**src/rtl/pci_read_target.sv**
```systemverilog
// PCI memory-read target: decodes a 64-byte window at BASE_ADDR and serves
// reads from a 16x32 store that is loaded over a separate local port.
module pci_read_target #(
   parameter logic [31:0] BASE_ADDR = 32'h0000_1000
) (
   input  logic        clk,
   input  logic        rst_n,
   input  logic        FRAME,
   input  logic        IRDY,
   input  logic [3:0]  C_BE,
   input  logic [31:0] AD_in,
   output logic [31:0] AD_out,
   output logic        AD_oe,
   output logic        DEVSEL,
   output logic        TRDY,
   output logic        STOP,
   output logic        CTL_oe,
   input  logic        ld_we,
   input  logic [3:0]  ld_addr,
   input  logic [31:0] ld_data
);

   typedef enum logic [2:0] {IDLE, TURN, DATA, DISC, BACKOFF} state_t;

   localparam logic [3:0] CMD_MEM_READ = 4'b0110;
   localparam logic [3:0] LAST_IDX     = 4'd15;

   state_t      state, next_state;
   logic [31:0] mem [16];
   logic [3:0]  idx;
   logic        frame_q;
   logic        addr_phase;
   logic        hit;
   logic        transfer;
   logic        advance;

   // NOTE: the store has no reset on purpose; contents must survive rst_n,
   // and leaving it out lets synthesis map it to plain RAM/register file.
   always_ff @(posedge clk) begin
      if (ld_we)
         mem[ld_addr] <= ld_data;
   end

   assign addr_phase = (state == IDLE) && !FRAME && frame_q;
   assign hit        = (C_BE == CMD_MEM_READ) &&
                       (AD_in[31:6] == BASE_ADDR[31:6]) &&
                       (AD_in[1:0] == 2'b00);
   assign transfer   = (state == DATA) && !IRDY;
   assign advance    = transfer && !FRAME && (idx != LAST_IDX);

   // NOTE: every register here uses <= so all of them see pre-edge values;
   // this is also what makes a same-edge ld write return the old word.
   always_ff @(posedge clk) begin
      if (!rst_n) begin
         state   <= IDLE;
         idx     <= '0;
         AD_out  <= '0;
         frame_q <= 1'b1;
      end else begin
         state   <= next_state;
         frame_q <= FRAME;
         if (addr_phase && hit)
            idx <= AD_in[5:2];
         if (state == TURN)
            AD_out <= mem[idx];
         else if (advance) begin
            idx    <= idx + 4'd1;
            AD_out <= mem[idx + 4'd1];
         end
      end
   end

   // NOTE: defaults first so every path assigns every output (no latches).
   always_comb begin
      next_state = state;
      DEVSEL     = 1'b1;
      TRDY       = 1'b1;
      STOP       = 1'b1;
      CTL_oe     = 1'b0;
      AD_oe      = 1'b0;
      unique case (state)
         IDLE: begin
            if (addr_phase && hit)
               next_state = TURN;
         end
         TURN: begin
            DEVSEL     = 1'b0;
            CTL_oe     = 1'b1;
            next_state = DATA;
         end
         DATA: begin
            DEVSEL = 1'b0;
            TRDY   = 1'b0;
            STOP   = (idx != LAST_IDX);
            CTL_oe = 1'b1;
            AD_oe  = 1'b1;
            if (transfer) begin
               if (FRAME)
                  next_state = BACKOFF;
               else if (idx == LAST_IDX)
                  next_state = DISC;
            end
         end
         DISC: begin
            DEVSEL = 1'b0;
            STOP   = 1'b0;
            CTL_oe = 1'b1;
            if (FRAME)
               next_state = BACKOFF;
         end
         BACKOFF: begin
            // Drive the control lines high for one cycle before releasing them.
            CTL_oe     = 1'b1;
            next_state = IDLE;
         end
         default: next_state = IDLE;
      endcase
   end

endmodule

```
**config.mk**
```make
export PLATFORM = sky130hd
export DESIGN_NAME = pci_read_target
export DESIGN_NICKNAME = d
export VERILOG_FILES = /design/src/rtl/pci_read_target.sv
export SDC_FILE = /design/constraint.sdc
export NUM_CORES = 1
export LEC_CHECK = 0
export CORE_MARGIN = 1.5
export CORE_UTILIZATION = 61
export CTS_CLUSTER_DIAMETER = 80
export DETAILED_ROUTE_END_ITERATION = 8
export PLACE_DENSITY = 0.83
export REMOVE_ABC_BUFFERS = 1
export SLEW_MARGIN = 25
export SYNTH_ARGS = -nofsm -noshare
export SYNTH_HDL_FRONTEND = slang
export SYNTH_SLANG_ARGS = --single-unit
```
**constraint.sdc**
```tcl
create_clock -name clk -period 4.9 [get_ports clk]
set_input_delay 0.49 -clock clk [delete_from_list [all_inputs] [get_ports clk]]
set_output_delay 0.49 -clock clk [all_outputs]
set_load 0.1 [all_outputs]
```
[Word-level counts from Yosys, hierarchy flattened]
Memory sizes are Yosys's and may differ from the RTL's. A register that Yosys moved wholly into a read port is not among the register bits.
Index checks and enable logic that the tools add are counted.
Storage, ports and cells
  memories kept: 1
  output and inout bits: 37
  flip-flop bits (word level): 40
  memory bits (writable): 512
Memory list
  mem: depth 16, bits a word 32, rd ports 2, clocked after memory_dff 1, wr ports 1, line 29  | logic [31:0] mem [16];
Cells by class
  muxes and demuxes: 19
  reduce and logical (&&, ||, !) cells: 16
  eq/ne operators: 12
  add/sub/neg operators: 1
Operator list (number)
  32-bit 2-to-1 mux: 2
  26-bit by 7-bit equality test with 1-bit output (second input constant): 1
  4-bit 2-to-1 mux: 4
  3-bit 2-to-1 mux: 5
  3-bit case mux with 4 select lines: 1
  1-bit logical AND: 8
  3-bit by 2-bit equality test with 1-bit output (second input constant): 2
  1-bit 2-to-1 mux: 6
  4-bit by 1-bit adder with 4-bit output (second input constant): 1
  4-bit by 3-bit equality test with 1-bit output (second input constant): 1
  4-bit equality test (second input constant): 1
  2-bit != test (second input constant): 2
  4-bit != test (second input constant): 1
  4-bit AND reduction: 1
  4-bit OR reduction: 1
  3-bit by 1-bit equality test with 1-bit output (second input constant): 1
  3-bit equality test (second input constant): 1
  3-bit zero test: 1
  3-bit by 2-bit != test with 1-bit output (second input constant): 1
  3-bit OR reduction: 1
  1-bit zero test: 2
  2-bit zero test: 1
  2-bit by 1-bit != test with 1-bit output (second input constant): 1
  1-bit case mux with 2 select lines: 1
  2-bit nonzero test: 1

[Depth between registers and ports, before layout]
Gate-level depths: netlist of run 1.
  depth after elaboration: 8
  gate-level depth with buffers: 9

[Worst setup path before layout of run 1]
No wires, ideal clock.
  path kind: input to register
  start: input ld_addr[2]
  end: memory mem[0][0] (enable)
  arrival time: 3.208 ns
  setup slack: 1.230 ns
  path buffers: 0
  data required time: 4.439 ns
  setup time: 0.461 ns
  stages on the path: 2
  cells stage by stage: or3b_2 > nor3_1
RTL lines
  from (decl): line 19  | input logic [3:0] ld_addr,
  to (decl): line 29
No word-level cell before the write port.

[Final worst setup path of run 1]
  start: register idx[1]
  end: output STOP
On the way
  word-level cells in the longest chain between the ends: 2
RTL lines
  from (decl): line 30  | logic [3:0] idx;
  from (signal assigned): line 63  | idx <= AD_in[5:2];
  from (signal assigned): line 67  | idx <= idx + 4'd1;
  4-bit != test: line 94  | STOP = (idx != LAST_IDX);
  1-bit case mux with 2 select lines: line 81  | unique case (state)
  to (decl): line 16  | output logic STOP,
Every way passes these cells.

==> summary.txt, run 1 <==
Status: completed
Setup tns final: 0 ns
Deepest clock path buffer count: 3
Layout cells sized above 1: 25.6%
Critical setup path kind: reg -> out
Hold Crit Start: AD_out[26]
Pwr/cell area: 341 nW/um^2
Rows: 74
Sw Share: 20.2%
CTS hold repair buffers: 0
Met2 GRT Util: 50.4%
Async S/R FF share, synth: 0%
RSZ-0062 raised after global routing: false
Detail Route Antenna Nets: 0
CP max FO: 33
Pins Over Slew Limit: 0
Initial antenna violation count: 2
Finished Layout Cells: 2089
Placed cell area: 27100 um^2
Worst hold slack: 0.476 ns
Number of vias per cell: 7.32
HPWL Detailed: 36300 um
Final Cycle Share: 70.8%
Final hold vios: 0
Clock Skew: 0.0262 ns
CP Data Required Time: 4.41 ns
Met3 usage: 6.94%
Simple logic cell fraction of the synthesized area: 4.43%
Post-CTS sizing: 0
TritonCTS clock tree: built
DP Worst Slack: 1.70 ns
Worst setup SP type: register
Min cycle time layout: 3.47 ns
Seq/Total Area, Yosys: 63.8%
Routed vias: 15300
Worst-margin pin slew: 1.06 ns
Final instance area: 29000 um^2
Gpl congestion: 0.775
CP arrival: 2.98 ns
YS warnings: 0
Mapped Avg Cell Area: 18.2 um^2
Post-synth EDFFs: 512
Seq pwr share: 53.4%
Die Width: 207 um
Achievable Freq: 288 MHz
Mux cell area share after synthesis: 24.6%
H-tree depth: 2
Global-route wire length before repair: 98600 um
Endpoint class of the critical path: output port
P_sw: 2.00 mW
Endpoints failing setup: 0
Core Footprint: 40900 um^2
Busiest grt layer: met2
Fin worst setup slack: 1.43 ns
Slew Limit Headroom: 29.1%
Drt total wl: 66700 um
Seq cells post-synth: 552
Pre-Repair DR Iteration Count: 6
Util after Layout: 70.9%
Die Ht: 207 um
Clk_lat worst skew: 0.61 ns
Synth Cell Area: 25400 um^2
Max-capacitance violation count: 0
Crit. Startpoint: idx[1]
Total track usage: 32.0%
Commonest non-fill, non-tap cell in the layout: edfxtp_1
Vias in the first global route: 15900
I/O Pins: 114
Die area: 42800 um^2
Most used flip-flop cell after synthesis: edfxtp_1
Clock Sinks: 552
Adder and majority cell fraction of the synthesized area: 0.0493%
LEAKAGE: 8.80 nW
Worst VDD drop: 0.254 mV
Combinational share of power: 2.7%
Root Driver: clkbuf_16
GRT met1 Usage: 44.1%
Largest net degree at the start of global routing: 153
Xor/xnor share of the synthesized area: 0.306%
Post-CTS Setup Inserts: 0
Internal: 7.89 mW
Main combinational cell family by area after synthesis: multiplexers
Placed cell count: 1985
IO Port Bufs: 113
# DRC: 0
Pwr Total: 9.89 mW
Synth Area in Compound Gates: 4.27%
# nets final: 1589
Num CTS Buffers: 55
Most frequent cells in the layout: 512 x edfxtp_1, 237 x mux4_2, 127 x nand2_1, 113 x clkdlybuf4s50_1, 89 x mux2i_1
Drt initial violations: 2301
Post-synth cell types: 56
Area delta synth->final: 14.4%
Worst r2r src: idx[1]
Initial core utilization: 62.0%
Clock share of power: 43.8%
Hold/Removal Path Class: reg -> reg
Post-synthesis cell count: 1396
Antenna fix cells: 0
Clk pin slew, worst setup/hold paths: 0.06 ns
Average routed wire per standard cell: 31.9 um
Overflow after GRT: 0
layout make-up:
class                   count  area (um^2)
inverters                  24         90.1
clock inverters            30          357
clock buffers              73         1500
fillers                  2389        11900
repair buffers            156         1520
flip-flops and latches    552        16200
multi-input cells         722         8680
well taps                 532          666
final timing paths:
path,end,slack [ns],cells past startpoint
setup / recovery,STOP,1.43,4
hold / removal,AD_out[26],0.48,2
setup reg to reg,AD_out[25],1.70,7
hold reg to reg,AD_out[26],0.48,2
critical path, cell delays in order (launching register included):
cell and delay [ns]:
dfxtp_4 0.52, ha_4 0.29, and3_1 0.21, o211ai_1 0.19, clkdlybuf4s50_1 1.17
metal layers:
metal	routed length [um]	part of all wire, %	vias to the layer above
li1	-	-	6083
met4	2820	4.2	4
met5	27	0.040	-
met3	8210	12	223
met2	32200	48	1260
met1	23500	35	7722
synth_stat cells (9+ instances only):
| cell | n | area, um^2 |
|---|---|---|
| edfxtp_1 | 512 | 15400 |
| buf_4 | 23 | 173 |
| nand2_1 | 127 | 477 |
| a221oi_1 | 13 | 114 |
| o21ai_0 | 15 | 75.1 |
| nor2_1 | 23 | 86.3 |
| a21oi_1 | 22 | 110 |
| o22ai_1 | 13 | 81.3 |
| clkbuf_1 | 25 | 93.8 |
| nand3_1 | 52 | 260 |
| a31oi_1 | 9 | 56.3 |
| inv_1 | 22 | 82.6 |
| mux2i_1 | 89 | 891 |
| dfxtp_1 | 40 | 801 |
| a221o_1 | 22 | 220 |
| a32oi_1 | 12 | 105 |
| o22a_1 | 10 | 87.6 |
| buf_2 | 36 | 180 |
| mux4_2 | 237 | 5340 |
power groups by stage:
stage          clock network [mW]  registers, mW  logic [mW]
2_1_floorplan                   0           5.36      0.0966
6_report                     4.33           5.28       0.272
4_1_cts                      4.36           5.28       0.268
3_3_place_gp                    0           5.37       0.254
3_5_place_dp                    0           5.38       0.265
5_1_grt                      4.52           5.29       0.286
state kept, by name, summed over array words and instances, names as in the netlist:
register  flops
mem         512
idx           4
state         3
frame_q       1
AD_out       32
cell families after synthesis:
logic type                 Yosys count
AOI/OAI and AO/OA                  145
muxes                              326
DFF                                552
and+or+nand+nor                    245
buffers and inverters              122
adders and majority gates            1
xor gates and xnor gates             5
(Power assumes the default switching activity.)
==> inputs of run 2 (changes only) <==
Clock period 4.9 ns to 3.23 ns, I/O delays scaled along.
==> run 2 against run 1 <==
- flip-flop and latch count did not move
- via count fell by 1.1%
- core utilization rose by 0.58 points
- critical endpoint is now AD_out[19]
- highest routed layer unchanged
==> summary.txt, run 2 (synthesis gave the netlist of run 1 again) <==
Clk pin slew, worst setup/hold paths: 0.06 ns
CP peak stage delay: 0.74 ns
Endpoint class of the critical path: register
P_sw: 2.94 mW
Clock Skew: 0.0226 ns
Die Width: 207 um
Drt total wl: 64600 um
Critical setup path kind: reg -> reg
Detail Route Antenna Nets: 0
Hold Crit Start: rst_n
HPWL Detailed: 35900 um
R2R depth: 5
Top reg by flops: mem
Worst setup SP type: register
Slew Limit Headroom: 32.6%
Pins Over Slew Limit: 0
Clock Sinks: 552
CTS hold repair buffers: 0
Register area: 16200 um^2
Hold Crit Depth: 2
I/O Pins: 114
Routed vias: 15100
Global-route wire length before repair: 96200 um
Rows: 74
Number of vias per cell: 7.19
Commonest non-fill, non-tap cell in the layout: edfxtp_1
Worst-margin pin slew: 1.01 ns
Finished Layout Cells: 2105
Hold endpoint: frame_q
Final instance area: 29200 um^2
Worst VDD drop: 0.366 mV
# nets final: 1604
Slowest-stage cell, CP: a21oi_4
Final Cycle Share: 81.4%
Num CTS Buffers: 54
Worst hold slack: 0.370 ns
IO Port Bufs: 113
Core Footprint: 40900 um^2
Gpl congestion: 0.809
Area delta synth->final: 15.3%
Hold/Removal Path Class: in -> reg
Final hold vios: 0
Status: completed
Biggest regs: mem x512, AD_out x32, idx x4
Most frequent cells in the layout: 512 x edfxtp_1, 237 x mux4_2, 127 x nand2_1, 108 x clkdlybuf4s50_1, 89 x mux2i_1
Crit-path cells: a311o_1, o21ai_0, a21oi_4, buf_4, a221o_1
Pre-Repair DR Iteration Count: 5
Min cycle time layout: 2.63 ns
Total track usage: 31.2%
Sw Share: 19.9%
Die Ht: 207 um
CP bufs+invs: 1
Setup tns final: 0 ns
Deepest clock path buffer count: 3
Internal: 11.8 mW
Initial antenna violation count: 3
Endpoints failing setup: 0
Seq pwr share: 54.3%
Die area: 42800 um^2
Reg2reg end: AD_out[19]
Combinational share of power: 2.8%
DP Worst Slack: 0.588 ns
TritonCTS clock tree: built
Reg2reg setup slack: 0.60 ns
Clock share of power: 42.9%
H-tree depth: 2
CP arrival: 3.16 ns
Pwr Total: 14.8 mW
Clk_lat worst skew: 0.60 ns
Post-CTS sizing: 0
Fin worst setup slack: 0.602 ns
Worst r2r src: idx[2]
Placed cell area: 27400 um^2
RSZ-0062 raised after global routing: false
LEAKAGE: 8.92 nW
Post-CTS Setup Inserts: 0
Root Driver: clkbuf_16
Overflow after GRT: 0
Max reg flops: 512
Layout cells sized above 1: 26.8%
# DRC: 0
Placed cell count: 2002
Util after Layout: 71.5%
Drt initial violations: 2000
Vias in the first global route: 15700
Initial core utilization: 62.0%
Multi-input gate area: 8680 um^2
Max-capacitance violation count: 0
Largest net degree at the start of global routing: 93
Fillers: 2379
CP Data Required Time: 3.76 ns
CP delay by family, top: compound AO/OA/AOI/OAI gates
Pwr/cell area: 505 nW/um^2
Achievable Freq: 380 MHz
CP max FO: 17
Average routed wire per standard cell: 30.7 um
run 2: cell count changes in the layout (fill, tap and decap cells not counted), moves of 2 or more:
| cell | before | now |
|---|---|---|
| buf_12 | 4 | 20 |
| buf_4 | 38 | 44 |
| clkdlybuf4s50_1 | 113 | 108 |
| clkinv_2 | 7 | 12 |
| bufinv_16 | 7 | 3 |
| clkbuf_8 | 6 | 10 |
| clkinv_1 | 9 | 6 |
| clkinvlp_4 | 5 | 2 |
| clkbuf_16 | 55 | 57 |
| clkinv_8 | 2 | 0 |
run 2: final cells by class:
type | count | share of cell area [%]
Sequential cell | 552 | 55.3
Multi-Input combinational cell | 722 | 29.7
Timing Repair Buffer | 172 | 6.19
Clock buffer | 78 | 5.49
Tap cell | 532 | 2.28
Clock inverter | 24 | 0.689
Inverter | 24 | 0.308
Antenna cell | 1 | 0.00856
run 2: metal layers:
| metal | vias to the layer above | routed length [um] | track usage, % |
|---|---|---|---|
| li1 | 6122 | - | - |
| met3 | 176 | 8130 | 6.73 |
| met5 | - | 25 | 0 |
| met4 | 4 | 2130 | 12.5 |
| met1 | 7689 | 22700 | 43.2 |
| met2 | 1138 | 31600 | 49.1 |
run 2: worst max path at each step:
stage	startpoint	slack, ns	to	cells past startpoint
3_3_place_gp	FRAME	0.66	AD_out[19]	6
4_1_cts	AD_out[29]	0.65	AD_out[29]	1
3_5_place_dp	FRAME	0.59	AD_out[19]	6
5_1_grt	idx[2]	0.55	AD_out[19]	5
2_1_floorplan	idx[0]	-11.67	AD_out[17]	5
6_report	idx[2]	0.60	AD_out[19]	5
run 2: power by group through the flow:
stage / Sequential (mW) / Clock (mW) / Combinational [mW]
after floorplan: 8.14 / 0 / 0.147
after global placement: 8.14 / 0 / 0.396
after detailed placement: 8.16 / 0 / 0.408
after CTS: 8.01 / 6.38 / 0.412
after global routing: 8.02 / 6.62 / 0.442
final: 8.01 / 6.33 / 0.419
run 2: worst reg2reg max path, stage by stage, from the launching register on:
cell and delay (ns):
dfxtp_2 0.73, a311o_1 0.34, o21ai_0 0.16, a21oi_4 0.74, buf_4 0.37, a221o_1 0.21
